===== src/rtl/multi_debounced_counter.sv =====
// multi_debounced_counter
//   Debounces NUM_BTNS active-low pushbuttons, one independent FSM per
//   channel, and reports a debounced level plus one-cycle press and release
//   pulses per channel. A shared up/down counter steps up on press[0] and
//   down on press[1], either wrapping or saturating at its bounds.
//
// Ports
//   clk            in   system clock
//   rst            in   synchronous active-high reset
//   btn_n          in   [NUM_BTNS] raw asynchronous buttons, 0 = pressed
//   btn_state      out  [NUM_BTNS] debounced level, 1 = pressed
//   press          out  [NUM_BTNS] one-cycle pulse per debounced press
//   release_pulse  out  [NUM_BTNS] one-cycle pulse per debounced release
//                       ("release" is a reserved word in SystemVerilog)
//   count          out  [CNT_WIDTH] shared counter value
//   limit          out  one-cycle pulse on wrap or on a step blocked at a bound
module multi_debounced_counter #(
    parameter int NUM_BTNS      = 4,
    parameter int MAX_CLK_COUNT = 4799,
    parameter int CNT_WIDTH     = 4,
    parameter int SATURATE      = 0
) (
    input  logic                 clk,
    input  logic                 rst,
    input  logic [NUM_BTNS-1:0]  btn_n,
    output logic [NUM_BTNS-1:0]  btn_state,
    output logic [NUM_BTNS-1:0]  press,
    output logic [NUM_BTNS-1:0]  release_pulse,
    output logic [CNT_WIDTH-1:0] count,
    output logic                 limit
);

    localparam int DW = $clog2(MAX_CLK_COUNT + 1);
    localparam logic [DW-1:0] DB_MAX = DW'(MAX_CLK_COUNT);

    typedef enum logic [1:0] {
        IDLE         = 2'd0,
        PRESS_WAIT   = 2'd1,
        PRESSED      = 2'd2,
        RELEASE_WAIT = 2'd3
    } state_t;

    logic [NUM_BTNS-1:0] sync1_r;
    logic [NUM_BTNS-1:0] sync2_r;
    logic [NUM_BTNS-1:0] pressed_s;

    state_t              state_r [NUM_BTNS];
    state_t              state_s [NUM_BTNS];
    logic [DW-1:0]       dcnt_r  [NUM_BTNS];
    logic [DW-1:0]       dcnt_s  [NUM_BTNS];
    logic [NUM_BTNS-1:0] press_s;
    logic [NUM_BTNS-1:0] release_s;
    logic [NUM_BTNS-1:0] level_s;

    logic [CNT_WIDTH-1:0] count_s;
    logic                 limit_s;
    logic                 inc_s;
    logic                 dec_s;

    // Two-flop synchroniser per channel; idles at 1 (released).
    always_ff @(posedge clk) begin
        if (rst) begin
            sync1_r <= '1;
            sync2_r <= '1;
        end else begin
            sync1_r <= btn_n;
            sync2_r <= sync1_r;
        end
    end

    assign pressed_s = ~sync2_r;

    // Per-channel debounce FSM: next state, window counter and event pulses.
    always_comb begin
        press_s   = '0;
        release_s = '0;
        level_s   = '0;
        for (int i = 0; i < NUM_BTNS; i++) begin
            state_s[i] = state_r[i];
            dcnt_s[i]  = dcnt_r[i];
            case (state_r[i])
                IDLE: begin
                    if (pressed_s[i]) begin
                        state_s[i] = PRESS_WAIT;
                        dcnt_s[i]  = '0;
                    end else begin
                        state_s[i] = IDLE;
                    end
                end
                PRESS_WAIT: begin
                    if (!pressed_s[i]) begin
                        state_s[i] = IDLE;
                    end else if (dcnt_r[i] == DB_MAX) begin
                        state_s[i] = PRESSED;
                        press_s[i] = 1'b1;
                    end else begin
                        dcnt_s[i] = dcnt_r[i] + DW'(1);
                    end
                end
                PRESSED: begin
                    if (!pressed_s[i]) begin
                        state_s[i] = RELEASE_WAIT;
                        dcnt_s[i]  = '0;
                    end else begin
                        state_s[i] = PRESSED;
                    end
                end
                RELEASE_WAIT: begin
                    if (pressed_s[i]) begin
                        state_s[i] = PRESSED;
                    end else if (dcnt_r[i] == DB_MAX) begin
                        state_s[i]   = IDLE;
                        release_s[i] = 1'b1;
                    end else begin
                        dcnt_s[i] = dcnt_r[i] + DW'(1);
                    end
                end
                default: begin
                    state_s[i] = IDLE;
                    dcnt_s[i]  = '0;
                end
            endcase
            // Level follows the next state so it changes with the pulse.
            level_s[i] = (state_s[i] == PRESSED) || (state_s[i] == RELEASE_WAIT);
        end
    end

    // Debounce state, window counters and registered per-channel outputs.
    always_ff @(posedge clk) begin
        if (rst) begin
            for (int i = 0; i < NUM_BTNS; i++) begin
                state_r[i] <= IDLE;
                dcnt_r[i]  <= '0;
            end
            btn_state     <= '0;
            press         <= '0;
            release_pulse <= '0;
        end else begin
            for (int i = 0; i < NUM_BTNS; i++) begin
                state_r[i] <= state_s[i];
                dcnt_r[i]  <= dcnt_s[i];
            end
            btn_state     <= level_s;
            press         <= press_s;
            release_pulse <= release_s;
        end
    end

    // Counter step from the registered press pulses (one cycle behind them).
    always_comb begin
        inc_s   = press[0] & ~press[1];
        dec_s   = press[1] & ~press[0];
        count_s = count;
        limit_s = 1'b0;
        if (inc_s) begin
            if (count == {CNT_WIDTH{1'b1}}) begin
                limit_s = 1'b1;
                if (SATURATE == 0) begin
                    count_s = '0;
                end else begin
                    count_s = count;
                end
            end else begin
                count_s = count + CNT_WIDTH'(1);
            end
        end else if (dec_s) begin
            if (count == {CNT_WIDTH{1'b0}}) begin
                limit_s = 1'b1;
                if (SATURATE == 0) begin
                    count_s = '1;
                end else begin
                    count_s = count;
                end
            end else begin
                count_s = count - CNT_WIDTH'(1);
            end
        end else begin
            count_s = count;
            limit_s = 1'b0;
        end
    end

    // Shared counter and limit pulse registers.
    always_ff @(posedge clk) begin
        if (rst) begin
            count <= '0;
            limit <= 1'b0;
        end else begin
            count <= count_s;
            limit <= limit_s;
        end
    end

endmodule


===== config.mk =====
export PLATFORM = sky130hd
export DESIGN_NAME = multi_debounced_counter
export DESIGN_NICKNAME = d
export VERILOG_FILES = /design/src/rtl/multi_debounced_counter.sv
export SDC_FILE = /design/constraint.sdc
export NUM_CORES = 1
export LEC_CHECK = 0
export CORE_ASPECT_RATIO = 0.5
export CORE_MARGIN = 2
export CORE_UTILIZATION = 40
export DETAILED_ROUTE_END_ITERATION = 10
export SKIP_CTS_REPAIR_TIMING = 1
export SLEW_MARGIN = 10
export SYNTH_ARGS = -nofsm -noshare
export SYNTH_HDL_FRONTEND = slang
export SYNTH_SLANG_ARGS = --single-unit

===== constraint.sdc =====
create_clock -name clk -period 1.7 [get_ports clk]
set_input_delay 0.255 -clock clk [delete_from_list [all_inputs] [get_ports clk]]
set_output_delay 0.255 -clock clk [all_outputs]
set_load 0.005 [all_outputs]

==> results.py <==
metrics = {
    "die": {
        "ioPinCount": 23,
        "placeableCoreArea_um2": 9350,
        "floorplan.die.width_um": 142,
        "initial_core_util_pct": 40.6,
        "fp-row-count": 25,
        "design.die.area_um2": 10300,
        "die-height_um": 72.9,
    },
    "synth": {
        "async_flop_share_pct": 0,
        "edff_count_synth": 0,
        "post_synth_inst_count": 426,
        "post_synth_num_cell_types": 51,
        "synth.yosys.seq_area_share_pct": 44.8,
        "synth-warning-count": 0,
        "post_synth_instance_area_um2": 3800,
        "synth_seq_cells": 85,
        "synthesis.nets": 441,
        "synth_area_per_cell_um2": 8.92,
        "postSynth.topFlopCell": "sky130_fd_sc_hd__dfxtp_1",
    },
    "sta": {
        "finalSetupViolations": 0,
        "slew_headroom_pct": 62.7,
        "fin_worst_hold_slack_ns": 0.275,
        "report.final.hold_viol_count": 0,
        "timing.fmax_mhz": 608,
        "worst_clock_skew_ns": 0.00623,
        "rsz_0062_raised_after_global_routing": "yes",
        "worst_max_slew_pin_slew_ns": 0.559,
        "post-route-period-util_pct": 96.7,
        "timing.final.crit_period_ns": 1.64,
        "final_max_slew_viol_count": 0,
        "final_critical_path_setup_slack_ns": 0.0560,
        "final.setup.tns_ns": 0,
    },
    "global_route": {
        "grt_start_max_net_pins": 24,
        "grt.busiest_layer": "met2",
        "overflow_after_grt": 0,
        "grt_use_total_pct": 16.5,
        "gr-usage-met3_pct": 4.92,
        "grt.met2_usage_pct": 26.3,
        "global_route.usage.met1_pct": 21.7,
        "grt_first_pass_wirelength_um": 13500,
        "first_global_vias": 2861,
        "grt_antenna_before_repair": 0,
    },
    "clock_tree": {
        "clock_path_buffers": 2,
        "cts.sinks": 85,
        "clk_transition_reported_paths_ns": 0.06,
        "cts_made_buffers": 9,
        "worst_skew_pair.late_latency_ns": 0.34,
        "clock_tree.htree_level_count": 3,
        "ctsRootBufferMaster": "sky130_fd_sc_hd__clkbuf_16",
        "clock_tree_from_tritoncts": "done",
    },
    "detailed_routing": {
        "via_per_inst": 5.22,
        "detail_route.wirelength_um": 7860,
        "number_of_detailed_routing_iterations_run_before_antenna_repair": 4,
        "routed_wire_length_per_instance_um": 12.6,
        "drtIter0Drc": 109,
        "drtAntennaViolNets": 0,
        "drc_errors": 0,
        "routed-via-count": 3259,
    },
    "cells_and_area": {
        "antenna-diode-count": 0,
        "area_growth_syn_to_layout_pct": 29.2,
        "drive_gt1_share_pct": 21.3,
        "nNetsFinal": 513,
    },
    "hold_path": {
        "hold_class": "input port to register",
    },
    "place": {
        "placement.io_buffers": 22,
        "placement.setup.worst_slack_ns": 0.00703,
        "place_congestion": 0.821,
        "detailed_place_hpwl_um": 5660,
    },
    "status": {
        "outcome": "finished, final reports clean",
    },
    "worst_setup_path": {
        "critical_path.startpoint_type": "register",
        "cp_arrival_ns": 1.93,
        "worstPathMaxFanout": 3,
        "setup.worst_path.class": "register to register",
        "timing.critical_path.to_type": "register",
        "timing.critical_path.required_ns": 1.99,
    },
    "flow_run": {
        "cap_viol_max_count": 0,
    },
    "pwr": {
        "lkg_pwr_nw": 1.75,
        "vdd_drop_max_mv": 0.480,
        "pwr_density_cell_nw_per_um2": 813,
    },
}
## cell usage in the layout (no fill, tap or decap), types with 6 or more instances in the layout
master	count
sky130_fd_sc_hd__dfxtp_1	77
sky130_fd_sc_hd__buf_4	51
sky130_fd_sc_hd__a21oi_1	40
sky130_fd_sc_hd__nand2_1	31
sky130_fd_sc_hd__nor2_1	28
sky130_fd_sc_hd__o21ai_0	23
sky130_fd_sc_hd__clkdlybuf4s50_1	21
sky130_fd_sc_hd__inv_1	20
sky130_fd_sc_hd__or3_1	20
sky130_fd_sc_hd__nand3_1	18
sky130_fd_sc_hd__nand4_1	16
sky130_fd_sc_hd__or2_2	11
sky130_fd_sc_hd__xnor2_1	10
sky130_fd_sc_hd__clkbuf_16	9
sky130_fd_sc_hd__nor4_1	8
sky130_fd_sc_hd__nor3_1	7
sky130_fd_sc_hd__ha_1	7
sky130_fd_sc_hd__dfxtp_2	7
sky130_fd_sc_hd__xor2_1	6
sky130_fd_sc_hd__mux2i_1	6
sky130_fd_sc_hd__or4_1	6
## cells by family after synthesis
family | after synthesis | synth area share [%]
xor gates and xnor gates | 19 | 4.58
and+or+nand+nor | 180 | 27.5
adders and majority gates | 9 | 2.96
muxes | 7 | 1.88
AOI/OAI and AO/OA | 93 | 15.0
buffers and inverters | 33 | 3.33
DFF | 85 | 44.8
## where the power goes
part	total (W)	internal [W]	switching, W
clock network	0.00185	0.00101	0.000842
logic	0.000135	0.0000588	0.0000767
registers	0.00201	0.00200	0.0000101
total	0.00400	0.00307	0.000929
## area by class of cell
class	count	area, µm²
clock buffers	9	225
clock inverters	7	58.8
fillers	857	4440
inverters	20	75.1
multi-input cells	308	2080
flip-flops and latches	85	1710
well taps	121	151
repair buffers	74	609
## sequential cells by signal, summed over array words and instances (netlist names)
signal         count
sync1_r            4
release_pulse      4
limit              1
btn_state          4
dcnt_r            52
count              4
press              4
sync2_r            4
state_r            8
## path summary, 6_finish.rpt
kind	from	cells past startpoint	slack (ns)	to
worst max register to register	dcnt_r[1][1]	5	0.06	dcnt_r[1][12]
worst min-delay path	rst	2	0.28	dcnt_r[1][0]
worst max-delay path	dcnt_r[1][1]	5	0.06	dcnt_r[1][12]
worst min register to register	sync1_r[3]	1	0.41	sync2_r[3]
## Yosys cell counts (2+ instances only)
| master | instances | area [µm²] |
|---|---|---|
| sky130_fd_sc_hd__nor4_1 | 8 | 50.1 |
| sky130_fd_sc_hd__nor4b_1 | 2 | 17.5 |
| sky130_fd_sc_hd__nand2b_1 | 4 | 25.0 |
| sky130_fd_sc_hd__nor3_1 | 7 | 35.0 |
| sky130_fd_sc_hd__nand4bb_1 | 4 | 45.0 |
| sky130_fd_sc_hd__and3_1 | 3 | 18.8 |
| sky130_fd_sc_hd__xor2_1 | 6 | 52.6 |
| sky130_fd_sc_hd__nand2_1 | 31 | 116 |
| sky130_fd_sc_hd__nand4_1 | 16 | 100 |
| sky130_fd_sc_hd__o21ai_0 | 24 | 120 |
| sky130_fd_sc_hd__and4_1 | 2 | 17.5 |
| sky130_fd_sc_hd__dfxtp_1 | 85 | 1700 |
| sky130_fd_sc_hd__inv_1 | 20 | 75.1 |
| sky130_fd_sc_hd__or4_1 | 8 | 60.1 |
| sky130_fd_sc_hd__or2_2 | 11 | 68.8 |
| sky130_fd_sc_hd__and2_1 | 4 | 25.0 |
| sky130_fd_sc_hd__nand3_1 | 19 | 95.1 |
| sky130_fd_sc_hd__o211ai_1 | 5 | 37.5 |
| sky130_fd_sc_hd__o31ai_1 | 3 | 22.5 |
| sky130_fd_sc_hd__o311ai_0 | 3 | 26.3 |
| sky130_fd_sc_hd__clkbuf_1 | 11 | 41.3 |
| sky130_fd_sc_hd__and4b_1 | 2 | 20.0 |
| sky130_fd_sc_hd__a21oi_1 | 40 | 200 |
| sky130_fd_sc_hd__or3_1 | 20 | 125 |
| sky130_fd_sc_hd__a211oi_1 | 2 | 15.0 |
| sky130_fd_sc_hd__nand4b_1 | 2 | 17.5 |
| sky130_fd_sc_hd__nor2_1 | 28 | 105 |
| sky130_fd_sc_hd__o41ai_2 | 2 | 32.5 |
| sky130_fd_sc_hd__mux2i_1 | 6 | 60.1 |
| sky130_fd_sc_hd__o41ai_1 | 3 | 26.3 |
| sky130_fd_sc_hd__ha_1 | 9 | 113 |
| sky130_fd_sc_hd__nor4bb_1 | 2 | 20.0 |
| sky130_fd_sc_hd__xnor2_1 | 12 | 105 |
| sky130_fd_sc_hd__a21o_1 | 4 | 30.0 |
| sky130_fd_sc_hd__buf_2 | 2 | 10.0 |
## worst max-delay path, stage by stage (launching register included)
cell and delay (ns):
sky130_fd_sc_hd__dfxtp_2 0.33, sky130_fd_sc_hd__ha_2 0.17, sky130_fd_sc_hd__nand2_1 0.07, sky130_fd_sc_hd__or4_4 0.52, sky130_fd_sc_hd__or4_4 0.42, sky130_fd_sc_hd__nand2_1 0.07
## per-stage QoR
step | util [%] | instances | total power, W | instance area [µm²]
after floorplan | - | 426 | 0.00213 | 3820
after global placement | 48.2 | 606 | 0.00219 | 4510
after detailed placement | 48.2 | 606 | 0.00219 | 4510
after CTS | 51.2 | 622 | 0.00405 | 4790
after global routing | 52.5 | 624 | 0.00416 | 4910
final | 52.5 | 624 | 0.00400 | 4910
## metal layers
layer,vias up,wire [µm]
li1,1707,-
met1,1504,3910
met2,37,3550
met3,11,295
met4,0,107
met5,-,0
(Power assumes the default switching activity.)
